## src/rtl/dbridge_pkg.sv

```systemverilog
// Shared types for the M-stage data-memory bridge: FSM states, bus size codes, counter width.
package dbridge_pkg;

  typedef enum logic [2:0] {
    ST_IDLE,
    ST_ADDR,
    ST_DATA,
    ST_DONE,
    ST_DRAIN
  } state_t;

  localparam logic [1:0] SZ_BYTE = 2'd0;
  localparam logic [1:0] SZ_HALF = 2'd1;
  localparam logic [1:0] SZ_WORD = 2'd2;

  localparam int unsigned CNT_W = 32;

endpackage

```

## src/rtl/dbridge_perf_cnt.sv

```systemverilog
// Saturating read/write/stall event counters for the data bridge.
// Compiled only when DBRIDGE_PERF_CNT_EN is defined.
`ifdef DBRIDGE_PERF_CNT_EN
module dbridge_perf_cnt
  import dbridge_pkg::*;
(
  input  logic             clk,
  input  logic             rst,
  input  logic             rd_inc,
  input  logic             wr_inc,
  input  logic             stall_inc,
  output logic [CNT_W-1:0] rd_cnt,
  output logic [CNT_W-1:0] wr_cnt,
  output logic [CNT_W-1:0] stall_cnt
);

  localparam logic [CNT_W-1:0] CNT_MAX = '1;

  always_ff @(posedge clk or negedge rst) begin
    if (!rst) begin
      rd_cnt    <= '0;
      wr_cnt    <= '0;
      stall_cnt <= '0;
    end else begin
      if (rd_inc && (rd_cnt != CNT_MAX))       rd_cnt    <= rd_cnt + CNT_W'(1);
      if (wr_inc && (wr_cnt != CNT_MAX))       wr_cnt    <= wr_cnt + CNT_W'(1);
      if (stall_inc && (stall_cnt != CNT_MAX)) stall_cnt <= stall_cnt + CNT_W'(1);
    end
  end

endmodule
`endif

```

## src/rtl/data_sram_like_bridge.sv

```systemverilog
// Turns each M-stage data access into one SRAM-like bus transaction and stalls until done.
// Optional perf counters when DBRIDGE_PERF_CNT_EN is defined.
module data_sram_like_bridge
  import dbridge_pkg::*;
#(
  parameter int unsigned ADDR_W = 32,
  parameter int unsigned DATA_W = 32
) (
  input  logic              clk,
  input  logic              rst,
  input  logic [3:0]        readEnM,
  input  logic [3:0]        writeEnM,
  input  logic [ADDR_W-1:0] aluoutM,
  input  logic [DATA_W-1:0] writedata_decodedM,
  input  logic [1:0]        size,
  input  logic              flush_except,
  input  logic              longest_stall,
  output logic [DATA_W-1:0] readdataM,
  output logic              stallreq_from_mem,
  output logic              data_req,
  output logic              data_wr,
  output logic [1:0]        data_size,
  output logic [ADDR_W-1:0] data_addr,
  output logic [DATA_W-1:0] data_wdata,
  input  logic              data_addr_ok,
  input  logic              data_data_ok,
  input  logic [DATA_W-1:0] data_rdata
`ifdef DBRIDGE_PERF_CNT_EN
  ,
  output logic [CNT_W-1:0]  perf_rd_cnt,
  output logic [CNT_W-1:0]  perf_wr_cnt,
  output logic [CNT_W-1:0]  perf_stall_cnt
`endif
);

  state_t state, state_next;
  logic   abort, abort_next;
  logic   access, discard, complete;

  assign access  = (|readEnM | |writeEnM) & ~flush_except;
  assign discard = abort | flush_except;

  // Next state; an abort seen while the request is outstanding turns the result into a drain.
  always_comb begin
    state_next = state;
    abort_next = 1'b0;
    complete   = 1'b0;
    case (state)
      ST_IDLE: if (access) state_next = ST_ADDR;
      ST_ADDR: begin
        if (data_addr_ok) begin
          if (data_data_ok) begin
            state_next = discard ? ST_IDLE : ST_DONE;
            complete   = ~discard;
          end else begin
            state_next = discard ? ST_DRAIN : ST_DATA;
          end
        end else begin
          abort_next = discard;
        end
      end
      ST_DATA: begin
        if (data_data_ok) begin
          state_next = discard ? ST_IDLE : ST_DONE;
          complete   = ~discard;
        end else if (flush_except) begin
          state_next = ST_DRAIN;
        end
      end
      ST_DONE:  if (flush_except | ~longest_stall) state_next = ST_IDLE;
      ST_DRAIN: if (data_data_ok) state_next = ST_IDLE;
      default:  state_next = ST_IDLE;
    endcase
  end

  assign stallreq_from_mem = ((state == ST_IDLE) & access) | (state == ST_ADDR) |
                             (state == ST_DATA) | (state == ST_DRAIN);

  always_ff @(posedge clk or negedge rst) begin
    if (!rst) begin
      state    <= ST_IDLE;
      abort    <= 1'b0;
      data_req <= 1'b0;
    end else begin
      state    <= state_next;
      abort    <= abort_next;
      data_req <= (state_next == ST_ADDR);
    end
  end

  // Request fields are frozen for the whole transaction.
  always_ff @(posedge clk or negedge rst) begin
    if (!rst) begin
      data_wr    <= 1'b0;
      data_size  <= SZ_BYTE;
      data_addr  <= '0;
      data_wdata <= '0;
    end else if ((state == ST_IDLE) && access) begin
      data_wr    <= |writeEnM;
      data_size  <= size;
      data_addr  <= aluoutM;
      data_wdata <= writedata_decodedM;
    end
  end

  always_ff @(posedge clk or negedge rst) begin
    if (!rst) begin
      readdataM <= '0;
    end else if (complete && !data_wr) begin
      readdataM <= data_rdata;
    end
  end

`ifdef DBRIDGE_PERF_CNT_EN
  dbridge_perf_cnt u_perf_cnt (
    .clk       (clk),
    .rst       (rst),
    .rd_inc    (complete & ~data_wr),
    .wr_inc    (complete & data_wr),
    .stall_inc (stallreq_from_mem),
    .rd_cnt    (perf_rd_cnt),
    .wr_cnt    (perf_wr_cnt),
    .stall_cnt (perf_stall_cnt)
  );
`endif

endmodule

```

## config.mk

```make
export PLATFORM = sky130hd
export DESIGN_NAME = data_sram_like_bridge
export DESIGN_NICKNAME = d
export VERILOG_FILES = /design/src/rtl/dbridge_pkg.sv /design/src/rtl/dbridge_perf_cnt.sv /design/src/rtl/data_sram_like_bridge.sv
export SDC_FILE = /design/constraint.sdc
export NUM_CORES = 1
export LEC_CHECK = 0
export ABC_AREA = 1
export BUFFER_PORTS_ARGS = -buffer_cell sky130_fd_sc_hd__clkbuf_2
export CAP_MARGIN = 20
export CORE_ASPECT_RATIO = 1.2
export CORE_MARGIN = 4
export CORE_UTILIZATION = 40
export DETAILED_ROUTE_END_ITERATION = 8
export HOLD_SLACK_MARGIN = 0.15
export PLACE_DENSITY = 0.72
export SYNTH_ARGS = -nofsm -noshare
export SYNTH_HDL_FRONTEND = slang
export SYNTH_SLANG_ARGS = --single-unit
```

## constraint.sdc

```tcl
create_clock -name clk -period 3.8 [get_ports clk]
set_clock_uncertainty 0.2 [all_clocks]
set_input_delay 0.57 -clock clk [delete_from_list [all_inputs] [get_ports clk]]
set_output_delay 0.57 -clock clk [all_outputs]
set_load 0.05 [all_outputs]
```

# Yosys cells after proc, flatten, opt, wreduce, memory -nomap -nowiden
# Index checks and enable logic that the tools add are counted.
# totals
ff_bits	104
wordCells	45
# classes
eq_ne	5
muxes	15
bitwise_logic	11
reduce_logical	6
# ops
op	n
3-bit 2-to-1 mux	8
3-bit case mux with 5 select lines	1
4-bit OR reduction	2
3-bit by 1-bit == test with 1-bit output (second input constant)	2
3-bit by 2-bit == test with 1-bit output (second input constant)	2
1-bit bitwise OR	6
1-bit 2-to-1 mux	4
3-bit == test (second input constant)	1
3-bit zero test	1
1-bit inverter	3
1-bit bitwise AND	2
1-bit logical AND	2
2-bit 2-to-1 mux	1
1-bit case mux with 2 select lines	1
1-bit zero test	1

# Depth between registers and ports, before layout
# logic_depth
word_depth	7
ltp_mapped	9

# Least setup slack after synthesis
# No wires, ideal clock.
# synth_timing
kind	input -> output
from	input port writeEnM[1]
to	output port stallreq_from_mem
t_arrival_ps	1765
setup_slack_ps	1265
stages	8
path_buffers	2
cell_sequence	nor2_1 nand2_1 nor2_1 nor2_2 inv_2 buf_2 buf_6 nand4_1
# synth_between
elab_chain_cells	7
# synth_rtl
item	line_no	text
start: declaration	data_sram_like_bridge.sv:12	input logic [3:0] writeEnM,
4-bit OR reduction	data_sram_like_bridge.sv:40	assign access = (|readEnM | |writeEnM) & ~flush_except;
1-bit bitwise OR	data_sram_like_bridge.sv:40	
1-bit bitwise AND	data_sram_like_bridge.sv:40	
1-bit bitwise AND	data_sram_like_bridge.sv:76	assign stallreq_from_mem = ((state == ST_IDLE) & access) | (state == ST_ADDR) |
1-bit bitwise OR (2 in series)	data_sram_like_bridge.sv:76	
1-bit bitwise OR	data_sram_like_bridge.sv:77	(state == ST_DATA) | (state == ST_DRAIN);
end: declaration	data_sram_like_bridge.sv:19	output logic stallreq_from_mem,
# Every way passes these cells.

# Worst setup path in the final report
# layout_timing
from	input port writeEnM[3]
to	output port stallreq_from_mem
# The elaborated chain is that of the path after synthesis.

==> key figures <==
Outcome
  • Outcome: finished clean

Synthesis
  • Proportion of synthesized area in mux cells: 0%
  • Post-synthesis simple-gate area fraction: between 20% and 30%
  • Post-synthesis cell area: around 4100 µm²
  • Cell taking the most area after synthesis: dfrtp_1
  • Post-Synth Adder-Cell Area: 0%
  • Sequential fraction of the synthesis area: between 60% and 70%
  • Top-area cell type share of the netlist area: between 60% and 70%
  • Top post-synthesis cells by area: dfrtp_1, nand2_1, o21ai_1
  • Seq cells post-synth: between 100 and 150
  • Gate Count Post-Synth: 470
  • Largest family of logic cells by synthesized area: simple AND/OR/NAND/NOR gates
  • Syn_area_per_cell: roughly 8.7 µm²
  • Post-synthesis compound-gate area fraction: roughly 4.7%
  • Count of cell types in the netlist: 17
  • Post-synthesis xor/xnor area fraction: 0%
  • Mapped Nets: 582
  • Syn. warnings: 0

Floorplanning
  • Initial core utilization: about two fifths
  • Floorplan row count: 40
  • IO Count: ~210
  • Die height: approximately 120 µm
  • Core Box Area: roughly 10,000 µm²
  • Die X-Extent: between 100 and 150 µm
  • Full die area: around 12,000 µm²

Setup path
  • Data required, critical path: 3.03 ns
  • WS Path Type: primary input to primary output
  • Startpoint Class: primary input
  • Worst EP arrival: around 1.6 ns
  • FF-to-FF Start: state[0]
  • Setup crit start: writeEnM[3]
  • CP Capture Type: primary output
  • Crit-path max FO: 2
  • R2R Setup Slk: around 1.9 ns

STA
  • Total negative slack: 0 ns
  • Slew headroom: a little under three fifths
  • Final worst setup slack: between 1 and 1.5 ns
  • Fmax: about 0.43 GHz
  • Period utilization: between 60% and 70%
  • RSZ-0062 raised after global routing: no
  • Final Hold Fails: 0
  • WHS: 0.227 ns
  • Min Tclk post-route: approximately 2.3 ns
  • Pins Over Slew Limit: 0
  • Slew @ Worst Pin: roughly 0.67 ns
  • Final setup violation count: 0

Power and ir drop
  • Max IR drop VDD: 471 µV
  • Pwr Density: 1110 nW/µm²
  • Leak pwr: 3.37 nW
  • Total power: ~6.2 mW

Detailed routing
  • DRT Pass-1 Iters: 4
  • Total number of vias: about 3,600
  • Total Wirelength: 10,100 µm
  • Initial DRC count: approximately 120
  • Vias per cell: 4.45
  • Post-route DRC violation count: 0
  • Post-DRT Antenna Nets: 0
  • Average wire per standard cell: about 13 µm

Global routing
  • Antenna violations before repair: 0
  • GRT overflow: 0
  • Number of global-route vias before repair: between 3,000 and 4,000
  • First-pass GRT wire length: about 17,000 µm
  • GRT Util Overall: 17.6%
  • Largest net degree at the start of global routing: 88

Clocking
  • Clock H-tree levels: 3
  • Setup Fix Bufs, Post-CTS: 0
  • Root Driver: clkbuf_16
  • CTS tree: yes
  • Post-CTS Hold Buffers: 0
  • Clock Latency Late Sink: 0.33 ns
  • TritonCTS Sinks: roughly 100
  • Post-CTS sizing: 0
  • TritonCTS buffer count: 9
  • Clk pin slew, worst setup/hold paths: around 0.07 ns
  • Max Root-Sink Buffers: 2

Final layout
  • ANT cells: 0
  • Non-Filler Instances: about 810
  • Fin nets: approximately 800
  • Fillers: ~940
  • Layout cells sized above 1: around 35%
  • Commonest non-fill, non-tap cell in the layout: nand2_1
  • Most frequent cells in the layout: nand2_1, clkbuf_2, dfrtp_1
  • Synth-to-Final Area Change: 36.2%

Min path
  • Worst Hold Launch: aluoutM[8]
  • Hold crit path type: primary input to flop

Job
  • Max-cap violations: 0

Placement
  • # port buffers: between 200 and 250
  • GPL Wtd Cong: roughly 0.78
  • Final HPWL DP: roughly 7500 µm
  • Placed cell count: ~800
  • Pre-CTS setup slack: about 1.4 ns
sequential cells by signal, indices dropped and copies added, names as in the netlist:
name        flops
data_size       2
data_addr      32
abort           1
state           3
data_req        1
data_wdata     32
data_wr         1
readdataM      32
synth_stat cells (all sizes together):
master / count
nand2: 246
nor3: 1
dfrtp: 104
inv: 43
nand4: 3
nor2: 14
clkbuf: 5
a31oi: 1
buf: 15
nand3: 3
o21ai: 35
critical path, stage by stage:
cell      delay, ns
clkbuf_2       0.08
nor2_1         0.13
nand2_1        0.09
nor2_1         0.27
nor2_4         0.05
inv_2          0.06
nand4_1        0.06
clkbuf_2       0.26
path summary, 6_finish.rpt:
path	end	cells past startpoint
setup reg to reg	data_req	6
hold / removal	data_addr[8]	3
min in group asynchronous	data_addr[25]	2
hold reg to reg	data_addr[1]	2
max in group asynchronous	readdataM[19]	4
setup / recovery	stallreq_from_mem	8
area by class of cell:
type                    instances  area (µm²)  area share, %
flip-flops and latches        104        2600           46.7
clock inverters                 4        70.1           1.26
repair buffers                218        1130           20.3
inverters                      43         161           2.90
multi-input cells             303        1220           21.8
well taps                     126         158           2.83
clock buffers                  11         233           4.18
metal layers:
| layer | global-route usage, % | vias to the layer above | share of wire [%] |
|---|---|---|---|
| met5 | 0 | - | 0 |
| li1 | - | 1831 | - |
| met2 | 30.8 | 126 | 52 |
| met1 | 21.0 | 1626 | 40 |
| met3 | 3.78 | 18 | 5.9 |
| met4 | 6.40 | 0 | 1.9 |
power by group:
group	internal (mW)	switching (mW)	total, mW
registers	1.64	0.301	1.94
logic	0.661	2.63	3.29
clock network	0.572	0.378	0.950
per-stage QoR:
| step | cell area, µm² | util [%] |
|---|---|---|
| final | 5570 | 55.7 |
| after global routing | 5570 | 55.7 |
| after CTS | 5540 | 55.3 |
| after detailed placement | 5230 | 52.3 |
| after global placement | 5230 | 52.3 |
| after floorplan | 4090 | - |
cells by family (layout without fill, tap and decap cells):
| kind of cell | after synthesis | count (layout) |
|---|---|---|
| AOI/OAI and AO/OA | 36 | 36 |
| DFF | 104 | 104 |
| buffers and inverters | 63 | 276 |
| and+or+nand+nor | 267 | 267 |
(Power assumes the default switching activity.)
